[src/rtl/poly_pkg.sv]
// Shared definitions for the polynomial unpacker: word counts, lane geometry
// and the FSM state encoding used by poly_unpack_bram.
package poly_pkg;

    localparam int POLY_WORDS_4X       = 64;
    localparam int POLY_WORDS_PACKED13 = 52;
    localparam int COEFF_W             = 13;
    localparam int LANE_W              = 16;

    // Four lanes per destination word
    localparam int LANES       = 4;
    localparam int PACKED_BITS = LANES * COEFF_W;   // 52 bits consumed per EMIT
    localparam int WORD_W      = LANES * LANE_W;    // 64-bit BRAM word
    localparam int BUF_W       = 128;               // holds up to 115 live bits

    typedef enum logic [2:0] {
        ST_IDLE = 3'd0,
        ST_RD   = 3'd1,
        ST_WAIT = 3'd2,
        ST_CAP  = 3'd3,
        ST_EMIT = 3'd4,
        ST_DONE = 3'd5
    } unpack_state_t;

endpackage

[src/rtl/coeff_lane_expand.sv]
// Combinational expansion of four packed 13-bit coefficients into four
// 16-bit lanes. Build macro POLY_UNPACK_SIGNEXT_EN selects sign extension
// (bit 12 replicated into 15:13); without it the lanes are zero-extended.
module coeff_lane_expand
    import poly_pkg::*;
(
    input  logic [PACKED_BITS-1:0] i_bits,
    output logic [WORD_W-1:0]      o_lanes
);

    for (genvar g = 0; g < LANES; g++) begin : g_lane
        logic [COEFF_W-1:0] w_coeff;
        assign w_coeff = i_bits[g*COEFF_W +: COEFF_W];
`ifdef POLY_UNPACK_SIGNEXT_EN
        assign o_lanes[g*LANE_W +: LANE_W] = {{(LANE_W-COEFF_W){w_coeff[COEFF_W-1]}}, w_coeff};
`else
        assign o_lanes[g*LANE_W +: LANE_W] = {{(LANE_W-COEFF_W){1'b0}}, w_coeff};
`endif
    end

endmodule

[src/rtl/poly_unpack_bram.sv]
// Rewrites a polynomial from the source BRAM into the destination BRAM as
// 64 words of four 16-bit coefficients. Packed 13-bit input (52 words) is
// streamed through a 128-bit bit buffer; 4x input (64 words) is copied.
// Lane extension of packed coefficients depends on POLY_UNPACK_SIGNEXT_EN
// (see coeff_lane_expand).
module poly_unpack_bram
    import poly_pkg::*;
(
    input  logic              clk,
    input  logic              rst,
    input  logic              start,
    input  logic              coeff4x,
    output logic [5:0]        src_addr,
    input  logic [WORD_W-1:0] src_data,
    output logic [5:0]        dst_addr,
    output logic [WORD_W-1:0] dst_data,
    output logic              dst_we,
    output logic              done
);

    localparam logic [BUF_W-1:0] WORD_MASK = {{(BUF_W-WORD_W){1'b0}}, {WORD_W{1'b1}}};
    localparam logic [6:0]       CNT_WORD  = 7'(WORD_W);
    localparam logic [6:0]       CNT_EMIT  = 7'(PACKED_BITS);
    localparam logic [6:0]       CNT_TWICE = 7'(2 * PACKED_BITS);
    localparam logic [5:0]       LAST_WR   = 6'(POLY_WORDS_4X - 1);

    unpack_state_t     r_state;
    unpack_state_t     w_next;
    logic              r_mode;        // 1 = 4x copy, 0 = packed 13-bit
    logic [5:0]        r_rd_cnt;
    logic [5:0]        r_wr_cnt;
    logic [BUF_W-1:0]  r_buf;
    logic [6:0]        r_cnt;         // number of valid bits in r_buf

    logic [BUF_W-1:0]  w_cap_buf;
    logic [6:0]        w_cap_cnt;
    logic [WORD_W-1:0] w_lanes;

    // Packed capture: overwrite 64 bits starting at the current fill level.
    // Bits above the fill level are always zero, but the mask keeps the
    // insert exact regardless.
    assign w_cap_buf = (r_buf & ~(WORD_MASK << r_cnt))
                     | ({{(BUF_W-WORD_W){1'b0}}, src_data} << r_cnt);
    assign w_cap_cnt = r_cnt + CNT_WORD;

    coeff_lane_expand u_expand (
        .i_bits  (r_buf[PACKED_BITS-1:0]),
        .o_lanes (w_lanes)
    );

    // State register
    always_ff @(posedge clk) begin
        if (rst) begin
            r_state <= ST_IDLE;
        end else begin
            r_state <= w_next;
        end
    end

    // Next-state decode
    always_comb begin
        w_next = r_state;
        case (r_state)
            ST_IDLE: begin
                if (start) begin
                    w_next = ST_RD;
                end
            end
            ST_RD: begin
                w_next = ST_WAIT;
            end
            ST_WAIT: begin
                w_next = ST_CAP;
            end
            ST_CAP: begin
                if (r_mode) begin
                    w_next = ST_EMIT;
                end else if (w_cap_cnt >= CNT_EMIT) begin
                    w_next = ST_EMIT;
                end else begin
                    w_next = ST_RD;
                end
            end
            ST_EMIT: begin
                // Last word wins over a pending second emit
                if (r_wr_cnt == LAST_WR) begin
                    w_next = ST_DONE;
                end else if (!r_mode && (r_cnt >= CNT_TWICE)) begin
                    w_next = ST_EMIT;
                end else begin
                    w_next = ST_RD;
                end
            end
            ST_DONE: begin
                if (!start) begin
                    w_next = ST_IDLE;
                end
            end
            default: begin
                w_next = ST_IDLE;
            end
        endcase
    end

    // Counters, mode latch and bit buffer
    always_ff @(posedge clk) begin
        if (rst) begin
            r_mode   <= 1'b0;
            r_rd_cnt <= '0;
            r_wr_cnt <= '0;
            r_buf    <= '0;
            r_cnt    <= '0;
        end else begin
            case (r_state)
                ST_IDLE: begin
                    r_mode   <= coeff4x;
                    r_rd_cnt <= '0;
                    r_wr_cnt <= '0;
                    r_buf    <= '0;
                    r_cnt    <= '0;
                end
                ST_CAP: begin
                    r_rd_cnt <= r_rd_cnt + 6'd1;
                    if (r_mode) begin
                        r_buf[WORD_W-1:0] <= src_data;
                        r_cnt             <= CNT_WORD;
                    end else begin
                        r_buf <= w_cap_buf;
                        r_cnt <= w_cap_cnt;
                    end
                end
                ST_EMIT: begin
                    r_wr_cnt <= r_wr_cnt + 6'd1;
                    if (r_mode) begin
                        r_cnt <= '0;
                    end else begin
                        r_buf <= r_buf >> PACKED_BITS;
                        r_cnt <= r_cnt - CNT_EMIT;
                    end
                end
                default: begin
                end
            endcase
        end
    end

    assign src_addr = r_rd_cnt;
    assign dst_addr = r_wr_cnt;
    assign dst_we   = (r_state == ST_EMIT);
    assign done     = (r_state == ST_DONE);
    assign dst_data = r_mode ? r_buf[WORD_W-1:0] : w_lanes;

endmodule

[config.mk]
export PLATFORM = sky130hd
export DESIGN_NAME = poly_unpack_bram
export DESIGN_NICKNAME = d
export VERILOG_FILES = /design/src/rtl/poly_pkg.sv /design/src/rtl/coeff_lane_expand.sv /design/src/rtl/poly_unpack_bram.sv
export SDC_FILE = /design/constraint.sdc
export NUM_CORES = 1
export LEC_CHECK = 0
export CORE_UTILIZATION = 39
export DETAILED_ROUTE_END_ITERATION = 6
export SLEW_MARGIN = 10
export SYNTH_ARGS = -nofsm -noshare
export SYNTH_HDL_FRONTEND = slang
export SYNTH_SLANG_ARGS = --single-unit
[constraint.sdc]
create_clock -name clk -period 2.6 [get_ports clk]
set_input_delay 0.52 -clock clk [delete_from_list [all_inputs] [get_ports clk]]
set_output_delay 0.52 -clock clk [all_outputs]
set_load 0.01 [all_outputs]
==> run metrics <==
Main synth FF type dfxtp_1; vias per cell 7.06; Clock Skew 0.0179 ns; largest net degree at the start of global routing 62; WL final 82.1 mm; clock root cell clkbuf_16; GP Congestion 1.07; hold violation total from the final report 0; via count 16900; placed cell area 16900 sq um; gr usage total 47.0%; DR iter-0 viols 2552; clk slew on worst S/H paths 0.07 ns; Worst-Skew Late Latency 0.47 ns; WL/cell 34.2 um; Post-Syn Area 13200 sq um; Num CTS Buffers 17; Starting Density 39.6%; status complete, no violations; Setup CP Type reg2reg; Pins Over Slew Limit 0; Worst Hold Launch rst; Clock Path Buffers 2; Reg-to-Reg End r_buf[66]; Fillers 3305; Fmax achieved 385 MHz; IO Pins 146; Worst-Margin Slew 1.22 ns; reg2reg start r_cnt[3]; CP Capture Type register; pwr/cell area 630 nW/um^2; Max IR drop VDD 0.555 mV; DRT antenna net count 0; RSZ-0062 raised after global routing false; Mapped Cells 1637; DRT Pass-1 Iters 6; reg2reg path depth 9; clk sink count 149; Worst setup SP type register; Die Y-Extent 186 um; H-tree Lvls 4; number of cells on the worst hold path 2; vias in the first global route 15100; row count 67; first-pass GRT wire length 113 mm; syn_nets 1718; post-synthesis average cell area 8.09 sq um; share of layout cells above drive strength 1 26.5%; Max Cap Viol 0; Lkg Pwr 6.49 nW; Post-CTS Hold Buffers 0; #FFs+latches synth 149; Die W 186 um; initial antenna violation count 3; total grt overflow 0; Critical Path AT 2.93 ns; Post-DP HPWL 63.6 mm; Synth Warn # 0; Period minus WS final 2.59 ns; fin nets 2018; TritonCTS clock tree built; full die area 34700 sq um; flop2flop setup slack 0.006 ns; Finished Cell Area 17600 sq um; fin util 52.5%; area grow syn2layout 32.7%; DRC 0; hold path endpoint r_buf[47]; CP Data Required Time 2.93 ns; Synth cell types 82; worst min path class in2reg; # setup viols final 0; post-synthesis sequential area ratio 22.5%; worst-path fanout max 19; Worst Setup SP r_cnt[3]; Slew HR 18.3%; placeable core area 33400 sq um; fraction of registers with async set/reset 0%; Post-synth EDFFs 0; fin crit share 99.8%; PortBufs 145
## what timing repair did
action | 4_1_cts | 5_1_grt
gates resized for setup | 3 | 9
hold endpoints to repair | 0 | 0
buffers inserted | 1 | 3
cloned | 0 | 1
setup endpoints to repair | 35 | 34
## kinds of logic after synthesis
group	count (synthesis)	share of synthesized area [%]
adder cells (fa/ha/maj)	13	1.23
XOR/XNOR	10	0.661
buffers and inverters	203	7.98
multiplexers	190	17.8
AND/OR/NAND/NOR	398	14.2
AO/OA/AOI/OAI	674	35.6
flip-flops	149	22.5
## through the flow
stage / instances / power, mW / worst slack [ns] / setup TNS (ns) / hold WS [ns]
after detailed placement: 2361 / 8.21 / -0.158 / -1.40 / 0.448
final: 2399 / 11.1 / 0.00577 / 0 / 0.430
after global placement: 2361 / 8.20 / -0.326 / -1.77 / 0.453
after CTS: 2394 / 10.7 / 0.000229 / 0 / 0.418
after floorplan: 1637 / 5.40 / 0.0929 / 0 / 0.427
after global routing: 2398 / 11.3 / 0.00382 / 0 / 0.441
## metal layers
layer	global-route usage [%]	vias up	part of all wire [%]
met5	0	-	0.051
met4	32.0	6	8.2
met2	68.0	1451	41
met3	16.0	308	14
met1	58.7	8226	37
li1	-	6955	-
## power by group
| group | internal (mW) | total (mW) | switching (mW) |
|---|---|---|---|
| combinational | 2.32 | 5.83 | 3.51 |
| sequential | 2.43 | 2.70 | 0.265 |
| clock | 1.33 | 2.55 | 1.21 |
| total | 6.08 | 11.1 | 4.99 |
## worst max-delay path by stage
| stage | endpoint | cells past startpoint |
|---|---|---|
| finish | r_buf[66] | 9 |
| CTS | r_buf[44] | 7 |
| detailed placement | r_buf[115] | 6 |
| floorplan | r_buf[66] | 10 |
| global route | r_buf[102] | 7 |
| global placement | r_buf[115] | 6 |
## cell usage after synthesis (8+ instances only)
cell	number	area share, %
dfxtp_1	149	23
o21ai_0	138	5.2
a21oi_1	130	4.9
nor2_1	130	3.7
nand2_1	101	2.9
mux2_2	82	7.0
mux2i_1	78	5.9
clkbuf_1	76	2.2
buf_2	55	2.1
a221oi_1	54	3.6
a211oi_1	43	2.4
nor3_1	38	1.4
a22oi_1	34	1.9
and2_1	28	1.3
mux4_2	28	4.8
nand3_1	26	0.98
buf_4	25	1.4
a31oi_1	22	1.0
o211ai_1	22	1.2
o22ai_1	21	0.99
a221o_1	17	1.3
inv_1	15	0.43
nor2b_1	15	0.71
o21a_1	15	0.85
a21o_1	14	0.79
a32oi_1	14	0.93
buf_1	14	0.40
nand2b_1	14	0.66
a22o_1	13	0.86
ha_1	13	1.2
o221ai_1	13	0.86
a222oi_1	12	0.91
buf_6	11	0.94
o21ai_1	11	0.42
or3_1	11	0.52
o22a_1	10	0.66
xnor2_1	10	0.66
o32ai_1	9	0.60
a2bb2oi_1	8	0.53
## flip-flops by register name (all words and copies together) (netlist names)
name	flops
dst_addr	6
r_buf	128
r_mode	1
r_cnt	5
r_state	3
src_addr	6
## area by class of cell
cell class	instances	area, sq um	area share (%)
clock buffer	19	464	2.64
sequential	149	3000	17.1
antenna	1	2.50	0.0142
timing repair buffer	466	4120	23.4
tap	448	561	3.19
clock inverter	13	109	0.620
inverter	18	72.6	0.413
multi-input combinational	1285	9240	52.6
## cells in the final DEF, fill, tap and decap left out, types with 10 or more instances in the layout
cell type	count
o221ai_1	13
a31oi_1	22
a21oi_1	129
mux2i_1	78
o21a_1	15
nand2b_1	14
clkdlybuf4s50_1	144
nor2_1	129
nor3_1	38
clkbuf_16	19
a211oi_1	43
or3_1	11
ha_1	12
buf_4	300
nand3_1	26
a32oi_1	14
a221oi_1	54
mux2_2	82
dfxtp_1	141
and2_1	28
a22oi_1	34
a21o_1	13
buf_12	19
a221o_1	17
inv_1	14
nand2_1	101
a222oi_1	12
o211ai_1	22
o21ai_1	12
mux4_2	28
o21ai_0	137
o22a_1	10
nor2b_1	15
xnor2_1	10
a22o_1	13
o22ai_1	21
## worst max-delay path: stages (launching register included)
cell and delay (ns):
dfxtp_4 0.39, buf_12 0.18, buf_12 0.18, buf_4 0.15, mux2_2 0.36, a22oi_1 0.37, a221oi_1 0.22, buf_4 0.20
a221oi_1 0.29, a2111oi_2 0.09
No activity file was read; power rests on OpenSTA's default activity.
